File: src/rtl/nmr_seq_pkg.sv
// nmr_seq_pkg
// Shared definitions for the CPMG H-bridge sequencer:
//   - default field widths (duration, echo count, carrier half-period)
//   - sequencer state encoding
//   - shadow-register configuration struct latched on an accepted start
//   - helpers: per-state segment length lookup and start validation
// The struct fields use the package default widths; the sequencer's
// width parameters default to the same values.
package nmr_seq_pkg;

  localparam int CNT_W_D = 16;
  localparam int NE_W_D  = 12;
  localparam int HP_W_D  = 8;

  typedef enum logic [2:0] {
    ST_IDLE       = 3'd0,
    ST_P90        = 3'd1,
    ST_DAMP90     = 3'd2,
    ST_WAIT       = 3'd3,
    ST_P180       = 3'd4,
    ST_DAMP180    = 3'd5,
    ST_ACQ        = 3'd6,
    ST_ABORT_DAMP = 3'd7
  } seq_state_t;

  typedef struct packed {
    logic [CNT_W_D-1:0] t90;
    logic [CNT_W_D-1:0] t180;
    logic [CNT_W_D-1:0] t_damp;
    logic [CNT_W_D-1:0] t_wait;
    logic [CNT_W_D-1:0] t_acq;
    logic [HP_W_D-1:0]  half_per;
    logic [HP_W_D-1:0]  dead;
    logic [NE_W_D-1:0]  n_echo;
    logic               cpmg_ph;
  } seq_cfg_t;

  // Length of a timed state under a given configuration; 0 for IDLE.
  function automatic logic [CNT_W_D-1:0] seg_len(input seq_state_t st, input seq_cfg_t cfg);
    logic [CNT_W_D-1:0] len;
    case (st)
      ST_P90:        len = cfg.t90;
      ST_DAMP90:     len = cfg.t_damp;
      ST_WAIT:       len = cfg.t_wait;
      ST_P180:       len = cfg.t180;
      ST_DAMP180:    len = cfg.t_damp;
      ST_ACQ:        len = cfg.t_acq;
      ST_ABORT_DAMP: len = cfg.t_damp;
      default:       len = {CNT_W_D{1'b0}};
    endcase
    return len;
  endfunction

  // A start is accepted only with non-zero pulse lengths, carrier
  // half-period and echo count, and a dead time shorter than a half.
  function automatic logic cfg_valid(input seq_cfg_t cfg);
    return (|cfg.t90) && (|cfg.t180) && (|cfg.half_per) && (|cfg.n_echo) &&
           (cfg.dead < cfg.half_per);
  endfunction

endpackage

File: src/rtl/hb_carrier.sv
// hb_carrier
// Carrier generator for the H-bridge gate pairs. Each carrier half lasts
// half_per cycles; the first `dead` cycles of every half keep both legs
// low, the rest drive the leg owning that half. Legs alternate per half.
// Ports:
//   clk, rst_n   clock, asynchronous active-low reset
//   en           carrier runs in the coming cycle (otherwise legs low)
//   restart      coming cycle is the first of a pulse: phase restarts
//   start_leg    leg owning the first half after restart (0 = drv_p)
//   half_per     carrier half-period in cycles (non-zero)
//   dead         dead-time cycles at the start of each half (< half_per)
//   drv_p/drv_n  registered leg drives, never high together
module hb_carrier
  import nmr_seq_pkg::*;
#(
  parameter int HP_W = HP_W_D
) (
  input  logic            clk,
  input  logic            rst_n,
  input  logic            en,
  input  logic            restart,
  input  logic            start_leg,
  input  logic [HP_W-1:0] half_per,
  input  logic [HP_W-1:0] dead,
  output logic            drv_p,
  output logic            drv_n
);

  localparam logic [HP_W-1:0] HP_ZERO = {HP_W{1'b0}};
  localparam logic [HP_W-1:0] HP_ONE  = {{(HP_W-1){1'b0}}, 1'b1};

  logic [HP_W-1:0] pos_r;
  logic [HP_W-1:0] pos_s;
  logic            leg_r;
  logic            leg_s;
  logic            act_s;

  // Position within the half and owning leg for the coming cycle.
  always_comb begin
    if (restart) begin
      pos_s = HP_ZERO;
      leg_s = start_leg;
    end else if (pos_r >= (half_per - HP_ONE)) begin
      // ">=" keeps the counter bounded even if it were ever out of range
      pos_s = HP_ZERO;
      leg_s = ~leg_r;
    end else begin
      pos_s = pos_r + HP_ONE;
      leg_s = leg_r;
    end
  end

  assign act_s = en && (pos_s >= dead);

  // Carrier phase registers and registered leg drives.
  always_ff @(posedge clk or negedge rst_n) begin
    if (!rst_n) begin
      pos_r <= HP_ZERO;
      leg_r <= 1'b0;
      drv_p <= 1'b0;
      drv_n <= 1'b0;
    end else if (en) begin
      pos_r <= pos_s;
      leg_r <= leg_s;
      drv_p <= act_s && !leg_s;
      drv_n <= act_s && leg_s;
    end else begin
      pos_r <= HP_ZERO;
      leg_r <= 1'b0;
      drv_p <= 1'b0;
      drv_n <= 1'b0;
    end
  end

endmodule

File: src/rtl/cpmg_hbridge_seq.sv
// cpmg_hbridge_seq
// CPMG echo-train sequencer for the transmitter H-bridge:
//   IDLE -> P90 -> DAMP90 -> WAIT -> {P180 -> DAMP180 -> ACQ} x n_echo -> IDLE
// Zero-length DAMP/WAIT/ACQ segments are skipped. An abort moves to a
// damping window of t_damp cycles, then back to IDLE with an aborted pulse.
// Ports:
//   SYSCLK, NSYSRESET   clock, asynchronous active-low reset
//   start, abort        one-cycle launch / terminate requests
//   t90..t_acq          segment durations in SYSCLK cycles
//   half_per, dead      carrier half-period and dead time
//   n_echo, cpmg_ph     number of 180 pulses, 180 starting leg (1 = drv_n)
//   drv_p, drv_n        bridge leg pairs A and B
//   damp_on, acq_en     damping switch, ADC acquisition gate
//   busy                sequence active
//   done/aborted/cfg_err one-cycle status pulses
//   echo_idx            current 180 pulse number, from 1; 0 when idle
// All outputs are registered and cleared by reset.
module cpmg_hbridge_seq
  import nmr_seq_pkg::*;
#(
  parameter int CNT_W = CNT_W_D,
  parameter int NE_W  = NE_W_D,
  parameter int HP_W  = HP_W_D
) (
  input  logic             SYSCLK,
  input  logic             NSYSRESET,
  input  logic             start,
  input  logic             abort,
  input  logic [CNT_W-1:0] t90,
  input  logic [CNT_W-1:0] t180,
  input  logic [CNT_W-1:0] t_damp,
  input  logic [CNT_W-1:0] t_wait,
  input  logic [CNT_W-1:0] t_acq,
  input  logic [HP_W-1:0]  half_per,
  input  logic [HP_W-1:0]  dead,
  input  logic [NE_W-1:0]  n_echo,
  input  logic             cpmg_ph,
  output logic             drv_p,
  output logic             drv_n,
  output logic             damp_on,
  output logic             acq_en,
  output logic             busy,
  output logic             done,
  output logic             aborted,
  output logic             cfg_err,
  output logic [NE_W-1:0]  echo_idx
);

  localparam logic [CNT_W-1:0] CNT_ZERO = {CNT_W{1'b0}};
  localparam logic [CNT_W-1:0] CNT_ONE  = {{(CNT_W-1){1'b0}}, 1'b1};
  localparam logic [NE_W-1:0]  NE_ZERO  = {NE_W{1'b0}};
  localparam logic [NE_W-1:0]  NE_ONE   = {{(NE_W-1){1'b0}}, 1'b1};

  seq_cfg_t         cfg_r;
  seq_cfg_t         cfg_in_s;
  seq_state_t       state_r;
  seq_state_t       nxt_state_s;
  seq_state_t       succ_raw_s;
  seq_state_t       skip1_s;
  seq_state_t       skip2_s;
  seq_state_t       skip3_s;
  seq_state_t       succ_s;
  logic [CNT_W-1:0] cnt_r;
  logic [CNT_W-1:0] nxt_cnt_s;
  logic [NE_W-1:0]  idx_r;
  logic [NE_W-1:0]  nxt_idx_s;
  logic             accept_s;
  logic             pulse_go_s;
  logic             done_s;
  logic             aborted_s;
  logic             cfg_err_s;
  logic             last_echo_s;
  logic             echo_step_s;
  logic             carr_en_s;
  logic             carr_leg_s;
  logic [HP_W-1:0]  hp_use_s;
  logic [HP_W-1:0]  dead_use_s;
  logic             damp_on_r;
  logic             acq_en_r;
  logic             busy_r;
  logic             done_r;
  logic             aborted_r;
  logic             cfg_err_r;

  assign cfg_in_s = '{t90: t90, t180: t180, t_damp: t_damp, t_wait: t_wait,
                      t_acq: t_acq, half_per: half_per, dead: dead,
                      n_echo: n_echo, cpmg_ph: cpmg_ph};

  // Natural successor of each timed state; ST_IDLE out of ACQ marks the
  // end of an echo, resolved below into the next P180 or completion.
  always_comb begin
    case (state_r)
      ST_P90:     succ_raw_s = ST_DAMP90;
      ST_DAMP90:  succ_raw_s = ST_WAIT;
      ST_WAIT:    succ_raw_s = ST_P180;
      ST_P180:    succ_raw_s = ST_DAMP180;
      ST_DAMP180: succ_raw_s = ST_ACQ;
      ST_ACQ:     succ_raw_s = ST_IDLE;
      default:    succ_raw_s = ST_IDLE;
    endcase
  end

  // Zero-length segments are passed over in order so they take no cycles.
  assign skip1_s = ((succ_raw_s == ST_DAMP90)  && !(|cfg_r.t_damp)) ? ST_WAIT : succ_raw_s;
  assign skip2_s = ((skip1_s    == ST_WAIT)    && !(|cfg_r.t_wait)) ? ST_P180 : skip1_s;
  assign skip3_s = ((skip2_s    == ST_DAMP180) && !(|cfg_r.t_damp)) ? ST_ACQ  : skip2_s;
  assign succ_s  = ((skip3_s    == ST_ACQ)     && !(|cfg_r.t_acq))  ? ST_IDLE : skip3_s;

  assign last_echo_s = (succ_s == ST_IDLE) && (idx_r == cfg_r.n_echo);
  assign echo_step_s = (succ_s == ST_IDLE) || (succ_s == ST_P180);

  // Sequencer next state, duration counter, echo index and status events.
  always_comb begin
    nxt_state_s = state_r;
    nxt_cnt_s   = cnt_r;
    nxt_idx_s   = idx_r;
    accept_s    = 1'b0;
    pulse_go_s  = 1'b0;
    done_s      = 1'b0;
    aborted_s   = 1'b0;
    cfg_err_s   = 1'b0;
    case (state_r)
      ST_IDLE: begin
        // start has priority over abort here; abort is meaningless in IDLE
        nxt_idx_s = NE_ZERO;
        if (start && cfg_valid(cfg_in_s)) begin
          accept_s    = 1'b1;
          pulse_go_s  = 1'b1;
          nxt_state_s = ST_P90;
          nxt_cnt_s   = cfg_in_s.t90;
        end else if (start) begin
          cfg_err_s = 1'b1;
        end else begin
          nxt_state_s = ST_IDLE;
        end
      end
      ST_ABORT_DAMP: begin
        if (cnt_r == CNT_ONE) begin
          nxt_state_s = ST_IDLE;
          nxt_cnt_s   = CNT_ZERO;
          nxt_idx_s   = NE_ZERO;
          aborted_s   = 1'b1;
        end else begin
          nxt_cnt_s = cnt_r - CNT_ONE;
        end
      end
      default: begin
        if (abort) begin
          if (|cfg_r.t_damp) begin
            nxt_state_s = ST_ABORT_DAMP;
            nxt_cnt_s   = cfg_r.t_damp;
          end else begin
            nxt_state_s = ST_IDLE;
            nxt_cnt_s   = CNT_ZERO;
            nxt_idx_s   = NE_ZERO;
            aborted_s   = 1'b1;
          end
        end else if (cnt_r != CNT_ONE) begin
          nxt_cnt_s = cnt_r - CNT_ONE;
        end else if (last_echo_s) begin
          nxt_state_s = ST_IDLE;
          nxt_cnt_s   = CNT_ZERO;
          nxt_idx_s   = NE_ZERO;
          done_s      = 1'b1;
        end else if (echo_step_s) begin
          // idx_r < n_echo here, so the increment cannot wrap
          nxt_state_s = ST_P180;
          nxt_cnt_s   = cfg_r.t180;
          nxt_idx_s   = idx_r + NE_ONE;
          pulse_go_s  = 1'b1;
        end else begin
          nxt_state_s = succ_s;
          nxt_cnt_s   = seg_len(succ_s, cfg_r);
        end
      end
    endcase
  end

  // On the accepting edge the shadow registers are not loaded yet, so the
  // carrier takes its settings straight from the inputs for that cycle.
  assign hp_use_s   = accept_s ? half_per : cfg_r.half_per;
  assign dead_use_s = accept_s ? dead     : cfg_r.dead;
  assign carr_en_s  = (nxt_state_s == ST_P90) || (nxt_state_s == ST_P180);
  assign carr_leg_s = (nxt_state_s == ST_P180) ? cfg_r.cpmg_ph : 1'b0;

  hb_carrier #(
    .HP_W (HP_W)
  ) u_carrier (
    .clk       (SYSCLK),
    .rst_n     (NSYSRESET),
    .en        (carr_en_s),
    .restart   (pulse_go_s),
    .start_leg (carr_leg_s),
    .half_per  (hp_use_s),
    .dead      (dead_use_s),
    .drv_p     (drv_p),
    .drv_n     (drv_n)
  );

  // State, shadow configuration and registered outputs.
  always_ff @(posedge SYSCLK or negedge NSYSRESET) begin
    if (!NSYSRESET) begin
      state_r   <= ST_IDLE;
      cnt_r     <= CNT_ZERO;
      idx_r     <= NE_ZERO;
      cfg_r     <= {$bits(seq_cfg_t){1'b0}};
      damp_on_r <= 1'b0;
      acq_en_r  <= 1'b0;
      busy_r    <= 1'b0;
      done_r    <= 1'b0;
      aborted_r <= 1'b0;
      cfg_err_r <= 1'b0;
    end else begin
      state_r <= nxt_state_s;
      cnt_r   <= nxt_cnt_s;
      idx_r   <= nxt_idx_s;
      if (accept_s) begin
        cfg_r <= cfg_in_s;
      end
      damp_on_r <= (nxt_state_s == ST_DAMP90) || (nxt_state_s == ST_DAMP180) ||
                   (nxt_state_s == ST_ABORT_DAMP);
      acq_en_r  <= (nxt_state_s == ST_ACQ);
      busy_r    <= (nxt_state_s != ST_IDLE);
      done_r    <= done_s;
      aborted_r <= aborted_s;
      cfg_err_r <= cfg_err_s;
    end
  end

  assign damp_on  = damp_on_r;
  assign acq_en   = acq_en_r;
  assign busy     = busy_r;
  assign done     = done_r;
  assign aborted  = aborted_r;
  assign cfg_err  = cfg_err_r;
  assign echo_idx = idx_r;

endmodule

File: config.mk
export PLATFORM = sky130hd
export DESIGN_NAME = cpmg_hbridge_seq
export DESIGN_NICKNAME = d
export VERILOG_FILES = /design/src/rtl/nmr_seq_pkg.sv /design/src/rtl/hb_carrier.sv /design/src/rtl/cpmg_hbridge_seq.sv
export SDC_FILE = /design/constraint.sdc
export NUM_CORES = 1
export LEC_CHECK = 0
export ABC_AREA = 1
export CAP_MARGIN = 0
export CORE_MARGIN = 8
export CORE_UTILIZATION = 60
export DETAILED_ROUTE_END_ITERATION = 16
export HOLD_SLACK_MARGIN = 0.05
export PLACE_DENSITY_LB_ADDON = 0.12
export SYNTH_ARGS = -nofsm -noshare
export SYNTH_HDL_FRONTEND = slang
export SYNTH_SLANG_ARGS = --single-unit
File: constraint.sdc
create_clock -name SYSCLK -period 10.06 [get_ports SYSCLK]
set_input_delay 2.515 -clock SYSCLK [delete_from_list [all_inputs] [get_ports SYSCLK]]
set_output_delay 2.515 -clock SYSCLK [all_outputs]
set_load 0.01 [all_outputs]
Yosys cells after proc, flatten, opt, wreduce, memory -nomap -nowiden
Cells that the tools add are included.
W data, S select, Z words.
- word-level logic and storage cells: 154
- register bits: 157
- bitwise gates (word level): 1
- multiplexer cells: 59
- add/sub/neg operators: 4
- reduce and logical (&&, ||, !) cells: 35
- equal/unequal tests: 30
- magnitude comparators: 3
- operators by type and width (operator ; count):
    $mux W16 ; 7
    $pmux W16 S5 ; 1
    $reduce_or A16 Y1 ; 5
    $mux W12 ; 6
    $mux W8 ; 5
    $eq A3 B3 Y1 const B ; 13
    $mux W3 ; 12
    $pmux W16 S2 ; 1
    $pmux W12 S2 ; 1
    $mux W1 ; 22
    $eq A3 B2 Y1 const B ; 7
    $eq A16 B1 Y1 const B ; 1
    $ge A8 B8 Y1 ; 2
    $ne A16 B1 Y1 const B ; 1
    $sub A16 B1 Y16 const B ; 1
    $pmux W3 S5 ; 1
    $logic_and A1 B1 Y1 ; 13
    $add A12 B1 Y12 const B ; 1
    $eq A12 B12 Y1 ; 1
    $reduce_or A12 Y1 ; 1
    $eq A3 B1 Y1 const B ; 3
    $add A8 B1 Y8 const B ; 1
    $lt A8 B8 Y1 ; 1
    $ne A4 B2 Y1 const B ; 2
    other kinds (14) ; 23

Longest topological paths before layout
Gate-level depths: netlist of run 1.
- depth after elaboration: 27
- gate-level depth with buffers: 37
- mapped depth without buffers: 36

Cells and area by module
A second synthesis of run 1 with hierarchy kept.
- cells, all modules: 1257
- area, all modules: 9303.9 µm²
- modules (own cells, without submodules) (module ; cells an instance ; sequential area each (µm²) ; area each (µm²) ; instances):
    cpmg_hbridge_seq ; 1116 ; 3653.5 ; 8224.1 ; 1
    hb_carrier ; 141 ; 275.3 ; 1079.8 ; 1

Least setup slack after synthesis of run 1
Ideal clock, no wire load.
- kind: input -> register
- start point: input port half_per[7]
- end point: register u_carrier.drv_p
- slack: 3037 ps
- setup time: 120 ps
- cell stages on the path: 32
- data arrival time: 6903 ps
- buffers on the path: 1
- required time: 9940 ps
- cell sequence: inv_1 -> ha_1 -> a21oi_1 -> o21ai_0 -> a21oi_1 -> nand3_1 -> inv_2 -> buf_2 -> nand2_1 -> o21ai_0 -> ha_1 -> inv_1 -> nor3_1 -> nand3_1 -> xor2_1 -> ha_1 -> nand2_1 -> o2111ai_1 -> nor2_4 -> nand2_1 -> inv_1 -> ha_1 -> a21boi_0 -> o21a_1 -> o21a_1 -> o21ai_0 -> nand2_1 -> a21oi_1 -> nor2_1 -> a211o_1 -> nand2_1 -> nor2_1
- longest elaborated chain between the ends: 16
- RTL lines (element ; RTL line ; source):
    start: declaration ; cpmg_hbridge_seq.sv:34 ; input logic [HP_W-1:0] half_per,
    branches (longest 15 deep; another with $lt A8 B8 Y1) ; n/a ;
    $mux W1 * ; hb_carrier.sv:62 ; end else if (en) begin
    end signal: assignment ; hb_carrier.sv:65 ; drv_p <= act_s && !leg_s;
    end: declaration ; hb_carrier.sv:25 ; output logic drv_p,
Every way passes the cells marked *.
A chain may end at the register's enable or synchronous reset.

Worst setup path after layout of run 1
Ends and elaborated chain as after synthesis.

==> flow_summary.ini, run 1 <==
[cts]
cts_resized = 0
cts_tree = built
cts_setup_buffers = 0
htreeDepth = 4
clk_pin_slew_ns = 0.06
cts_buffer_depth = 2
clkSinkCount = 157
clk_latency_ns = 0.43
root_buffer = clkbuf_16
cts_hold_buf = 0
numCtsBuffers = 17

[floorplan]
fp-row-count = 45
die_y_microns = 141
ios = 133
core_area_sq_mm = 0.0152
die_area_sq_mm = 0.0198
die_x_microns = 141
initial_utilization_pct = 61.4

[power]
power.total_mw = 1.57
powerDensity_mw_per_mm2 = 138
leakage_nw = 5.66
irDropWorstVdd_mv = 0.117

[place]
dp.cells = 1562
place.gp.congestion = 0.946
io_buffer_count = 132
hpwl_mm = 20.5

[flow_run]
cap_violations = 0

[worst_setup_path]
cpPeakStageDelay_ns = 0.49
crit_arrival_ns = 8.25
crit_slowest_cell = clkdlybuf4s50_1
path_max_fanout = 53
worstPathRequired_ns = 10.38
crit_top_cell = nand2_1
startpoint_type = primary input
cp-end-kind = flop
worstSetupPathType = primary input to flop
timing.reg2reg.setup_slack_ns = 4.24

[grt]
grt_usage_pct = 27.9
grt_max_degree = 116
grt_antenna_before_repair = 0
grt_pass1_wl_mm = 44.1
grt_pass1_vias = 8901
grt_overflow = 0

[cells_and_area]
fin_nets = 1535
finalNonFillerCells = 1593
drive_gt1_share_pct = 5.05
diodes = 0
area_growth_pct = 21.9
final_util_pct = 74.8

[min_path]
hp-class = flop to flop

[synth]
yosys_register_bits = 157
synth_ff_type = dfrtp_1
synth.distinct_cells = 49
synth-edff-count = 0
synthTopCellsByArea = dfrtp_1, nand2_1, inv_1, o21ai_0, nor2_1
postSynthAreaPerCell_sq_um = 7.30
synth_area_sq_mm = 0.00933
synthesis.instances = 1278
synth_nets = 1420
synthArstFlopShare_pct = 100
yosys.area.top_type = dfrtp_1
synth.yosys.seq_area_share_pct = 42.1
ys_warn_count = 0
synth_top_area_share_pct = 42.1

[timing]
finalSetupTns_ns = 0
max_freq_ghz = 0.126
fin_crit_sh_pct = 78.9
hold_viol = 0
rsz0062_at_grt = false
tightest_slew_ns = 1.13
relSlewSlack_pct = 24.1
setup_viol = 0
fin_worst_skew_ns = 0.00793
maxSlewViolCount = 0
period_minus_slack_ns = 7.93
whs_ns = 0.488

[route]
drtPass1Iterations = 6
drc = 0
vias = 9055
wl_mm = 27.3
wl_per_cell_microns = 17.1
drt_iter0_markers = 742
drtAntennaViolNets = 0
via_per_inst = 5.68

[run_status]
outcome = finished, final reports clean
[area by class of cell]
class / instances / area, sq um
multi-input combinational: 893 / 4510
tap: 188 / 235
sequential: 157 / 3930
fill: 1213 / 3830
inverter: 187 / 704
clock buffer: 25 / 505
clock inverter: 6 / 130
timing repair buffer: 137 / 1360
[worst max-delay path: cells and delay by family]
family	cells	cell delay (ns)
AND/OR/NAND/NOR	13	1.51
AO/OA/AOI/OAI	11	1.94
adder cells (fa/ha/maj)	4	1.09
XOR/XNOR	1	0.17
buffers and inverters	5	1.04
[worst paths after layout]
path,startpoint,end,cells past startpoint
max reg2reg,state_r[1],u_carrier.drv_p,34
max in group asynchronous,NSYSRESET,cnt_r[15],2
min,cfg_r[13],cfg_r[13],2
min reg2reg,cfg_r[13],cfg_r[13],2
max,half_per[7],u_carrier.drv_p,34
min in group asynchronous,NSYSRESET,cfg_r[27],1
[flip-flops by register name, summed over array words and instances (netlist names)]
| register | flops |
|---|---|
| aborted | 1 |
| acq_en | 1 |
| busy | 1 |
| cfg_err | 1 |
| cfg_r | 109 |
| cnt_r | 16 |
| damp_on | 1 |
| done | 1 |
| echo_idx | 12 |
| state_r | 3 |
| u_carrier.drv_n | 1 |
| u_carrier.drv_p | 1 |
| u_carrier.leg_r | 1 |
| u_carrier.pos_r | 8 |
[power breakdown]
part / total (mW) / internal [mW] / switching, mW
registers: 0.691 / 0.669 / 0.0219
logic: 0.173 / 0.0774 / 0.0961
clock network: 0.700 / 0.446 / 0.254
total: 1.57 / 1.19 / 0.372
[per-layer routing]
metal	up-vias	wire length (microns)	GRT usage, %
met1	4251	11300	34.6
met4	0	1150	14.4
li1	4355	-	-
met2	365	13000	45.8
met5	-	0	0
met3	84	1830	5.33
[per-stage QoR]
stage                     worst slack (ns)  area, sq um
after floorplan                       3.04         9330
after global placement                1.99        10700
after detailed placement              1.71        10700
after CTS                             2.13        11400
after global routing                  1.47        11400
final                                 2.13        11400
[synthesized netlist by cell type, drive strengths merged (18+ instances only)]
library cell	count
nand2	313
inv	185
nor2	159
dfrtp	157
o21ai	128
nand3	60
a21oi	44
nand4	38
ha	29
clkbuf	26
o22ai	20
xor2	18
[cell usage in the layout (no fill, tap or decap), drive strengths merged, types with 2 or more instances in the layout]
cell             n
and3             2
nand4           38
a21oi           44
a211oi           5
clkdlybuf4s50  131
o22ai           20
nor3b            3
a21boi           2
ha              29
nand3           60
xor2            18
buf              6
o21bai          11
nor3            17
o21a             2
or2              8
inv            185
nand2          313
nand3b           5
clkinv           4
clkbuf          25
nor2           159
xnor2            8
bufinv           4
o221ai           2
dfrtp          157
o21ai          128
nor4            13
[kinds of logic after synthesis]
logic type | after synthesis | share of synthesized area (%)
and+or+nand+nor | 619 | 28.8
buffers and inverters | 228 | 9.61
AOI/OAI and AO/OA | 219 | 13.2
DFF | 157 | 42.1
adders and majority gates | 29 | 3.89
xor gates and xnor gates | 26 | 2.44
(Power assumes the default switching activity.)
==> run 2, diff against run 1 <==
--- a/config.mk
+++ b/config.mk
@@ -8,7 +8,7 @@
 export ABC_AREA = 1
 export CAP_MARGIN = 0
 export CORE_MARGIN = 8
-export CORE_UTILIZATION = 60
+export CORE_UTILIZATION = 56
 export DETAILED_ROUTE_END_ITERATION = 16
 export HOLD_SLACK_MARGIN = 0.05
 export PLACE_DENSITY_LB_ADDON = 0.12
==> constraint.sdc (replaced) <==
create_clock -name SYSCLK -period 7.4 [get_ports SYSCLK]
set_input_delay 1.85 -clock SYSCLK [delete_from_list [all_inputs] [get_ports SYSCLK]]
set_output_delay 1.85 -clock SYSCLK [all_outputs]
set_load 0.01 [all_outputs]
==> run 2 against run 1 <==
Net effect: first-iteration DRC count up 6.7%; clock skew grew 0.0054 ns; sequential share of layout area shrank 0.17 points; largest cell class unchanged; largest power group is now sequential cells; clock power grew 32%; critical path type unchanged.
==> flow_summary.ini, run 2 (synthesized netlist as in run 1, its figures left out) <==
[run_status]
outcome = finished, final reports clean

[timing]
finalSetupTns_ns = 0
period_minus_slack_ns = 6.71
rsz0062_at_grt = false
relSlewSlack_pct = 35.2
maxSlewViolCount = 0
fin_worst_skew_ns = 0.0133
fin_crit_sh_pct = 90.7
hold_viol = 0
tightest_slew_ns = 0.973
max_freq_ghz = 0.149
setup_viol = 0

[worst_setup_path]
startpoint_type = primary input
cp-end-kind = flop
path_max_fanout = 20
worstSetupPathType = primary input to flop
crit_arrival_ns = 7.02
crit_slowest_cell = clkdlybuf4s50_1
cpPeakStageDelay_ns = 0.48
crit_top_cell = nand2_1
worstPathRequired_ns = 7.71

[cts]
cts_resized = 0
root_buffer = clkbuf_16
htreeDepth = 4
numCtsBuffers = 17
clk_latency_ns = 0.43
clk_pin_slew_ns = 0.06
cts_buffer_depth = 2
cts_setup_buffers = 0
clkSinkCount = 157
cts_tree = built
cts_hold_buf = 0

[min_path]
hp-class = flop to flop

[grt]
grt_max_degree = 116
grt_pass1_wl_mm = 45.2
grt_usage_pct = 26.5
grt_antenna_before_repair = 0
grt_overflow = 0
grt_pass1_vias = 8929

[cells_and_area]
final_common_cell = nand2_1
regMostFlops = cfg_r
final_cell_mix = nand2_1, inv_1, dfrtp_1
area_growth_pct = 22.5
largest_register_ffs = 109
diodes = 0
fillers = 1438
final_util_pct = 69.4
fin_nets = 1540
finalNonFillerCells = 1631
drive_gt1_share_pct = 5.67

[route]
wl_mm = 28.3
drtPass1Iterations = 11
via_per_inst = 5.60
wl_per_cell_microns = 17.3
drtAntennaViolNets = 0
drt_iter0_markers = 792
vias = 9133
drc = 0

[power]
powerDensity_mw_per_mm2 = 184
clkPwrFrac_pct = 43.9
p_seq_share_pct = 44.7
p_switching_mw = 0.533
irDropWorstVdd_mv = 0.176
comb_power_share_pct = 11.4
leakage_nw = 5.67
p_sw_share_pct = 25.4
p_int_mw = 1.57

[floorplan]
die_x_microns = 145
ios = 133
die_y_microns = 145
initial_utilization_pct = 56.7
die_area_sq_mm = 0.0210
core_area_sq_mm = 0.0165
fp-row-count = 47

[flow_run]
cap_violations = 0

[place]
place.gp.congestion = 0.940
io_buffer_count = 132
dp.cells = 1599
hpwl_mm = 21.1
==> run 2: cell count changes in the layout (fill, tap and decap cells not counted), sizes merged <==
cell and change:
clkbuf -6, bufinv -1, clkinv +3, buf +5, clkinvlp +3, inv +2
==> run 2: final timing paths <==
path | start | cells past startpoint | endpoint | slack [ns]
setup / recovery | half_per[1] | 36 | u_carrier.drv_n | 0.69
hold / removal | cfg_r[99] | 2 | cfg_r[99] | 0.48
setup reg to reg | state_r[0] | 34 | u_carrier.drv_n | 2.23
hold reg to reg | cfg_r[99] | 2 | cfg_r[99] | 0.48
max in group asynchronous | NSYSRESET | 2 | state_r[2] | 4.55
min in group asynchronous | NSYSRESET | 1 | cfg_r[38] | 1.51
==> run 2: through the flow <==
stage / worst slack (ns) / hold WS, ns / power [mW] / cell area [sq um]
final: 0.690 / 0.485 / 2.10 / 11400
after global routing: 0.251 / 0.500 / 2.17 / 11400
after CTS: 0.713 / 0.485 / 2.10 / 11400
after detailed placement: 0.306 / 0.468 / 1.19 / 10800
after global placement: 0.500 / 0.462 / 1.18 / 10800
after floorplan: 1.04 / 0.444 / 1.05 / 9330
==> run 2: power by group through the flow <==
stage,clock network [mW],logic [mW],registers [mW]
CTS,0.924,0.239,0.939
global placement,0,0.230,0.953
floorplan,0,0.110,0.944
finish,0.921,0.239,0.940
detailed placement,0,0.236,0.953
global route,0.961,0.267,0.944
==> run 2: metal layers <==
metal  GRT usage (%)  share of wire, %
met2            43.9                48
met3            5.07               7.5
met4            11.9               3.6
met1            33.2                41
met5               0                 0
==> run 2: final cells by class <==
cell class / instances / area (sq um) / area share (%)
well taps: 220 / 275 / 2.41
flip-flops and latches: 157 / 3930 / 34.4
clock buffers: 19 / 453 / 3.96
inverters: 187 / 704 / 6.16
repair buffers: 142 / 1400 / 12.2
multi-input cells: 893 / 4510 / 39.5
clock inverters: 13 / 163 / 1.42
==> run 2: critical path, delay by kind of cell <==
family / cells / cell delay (ns)
fa+ha+maj: 3 / 0.88
compound gates: 10 / 1.55
buf+inv: 6 / 0.98
simple gates: 16 / 1.59
xor+xnor: 1 / 0.18
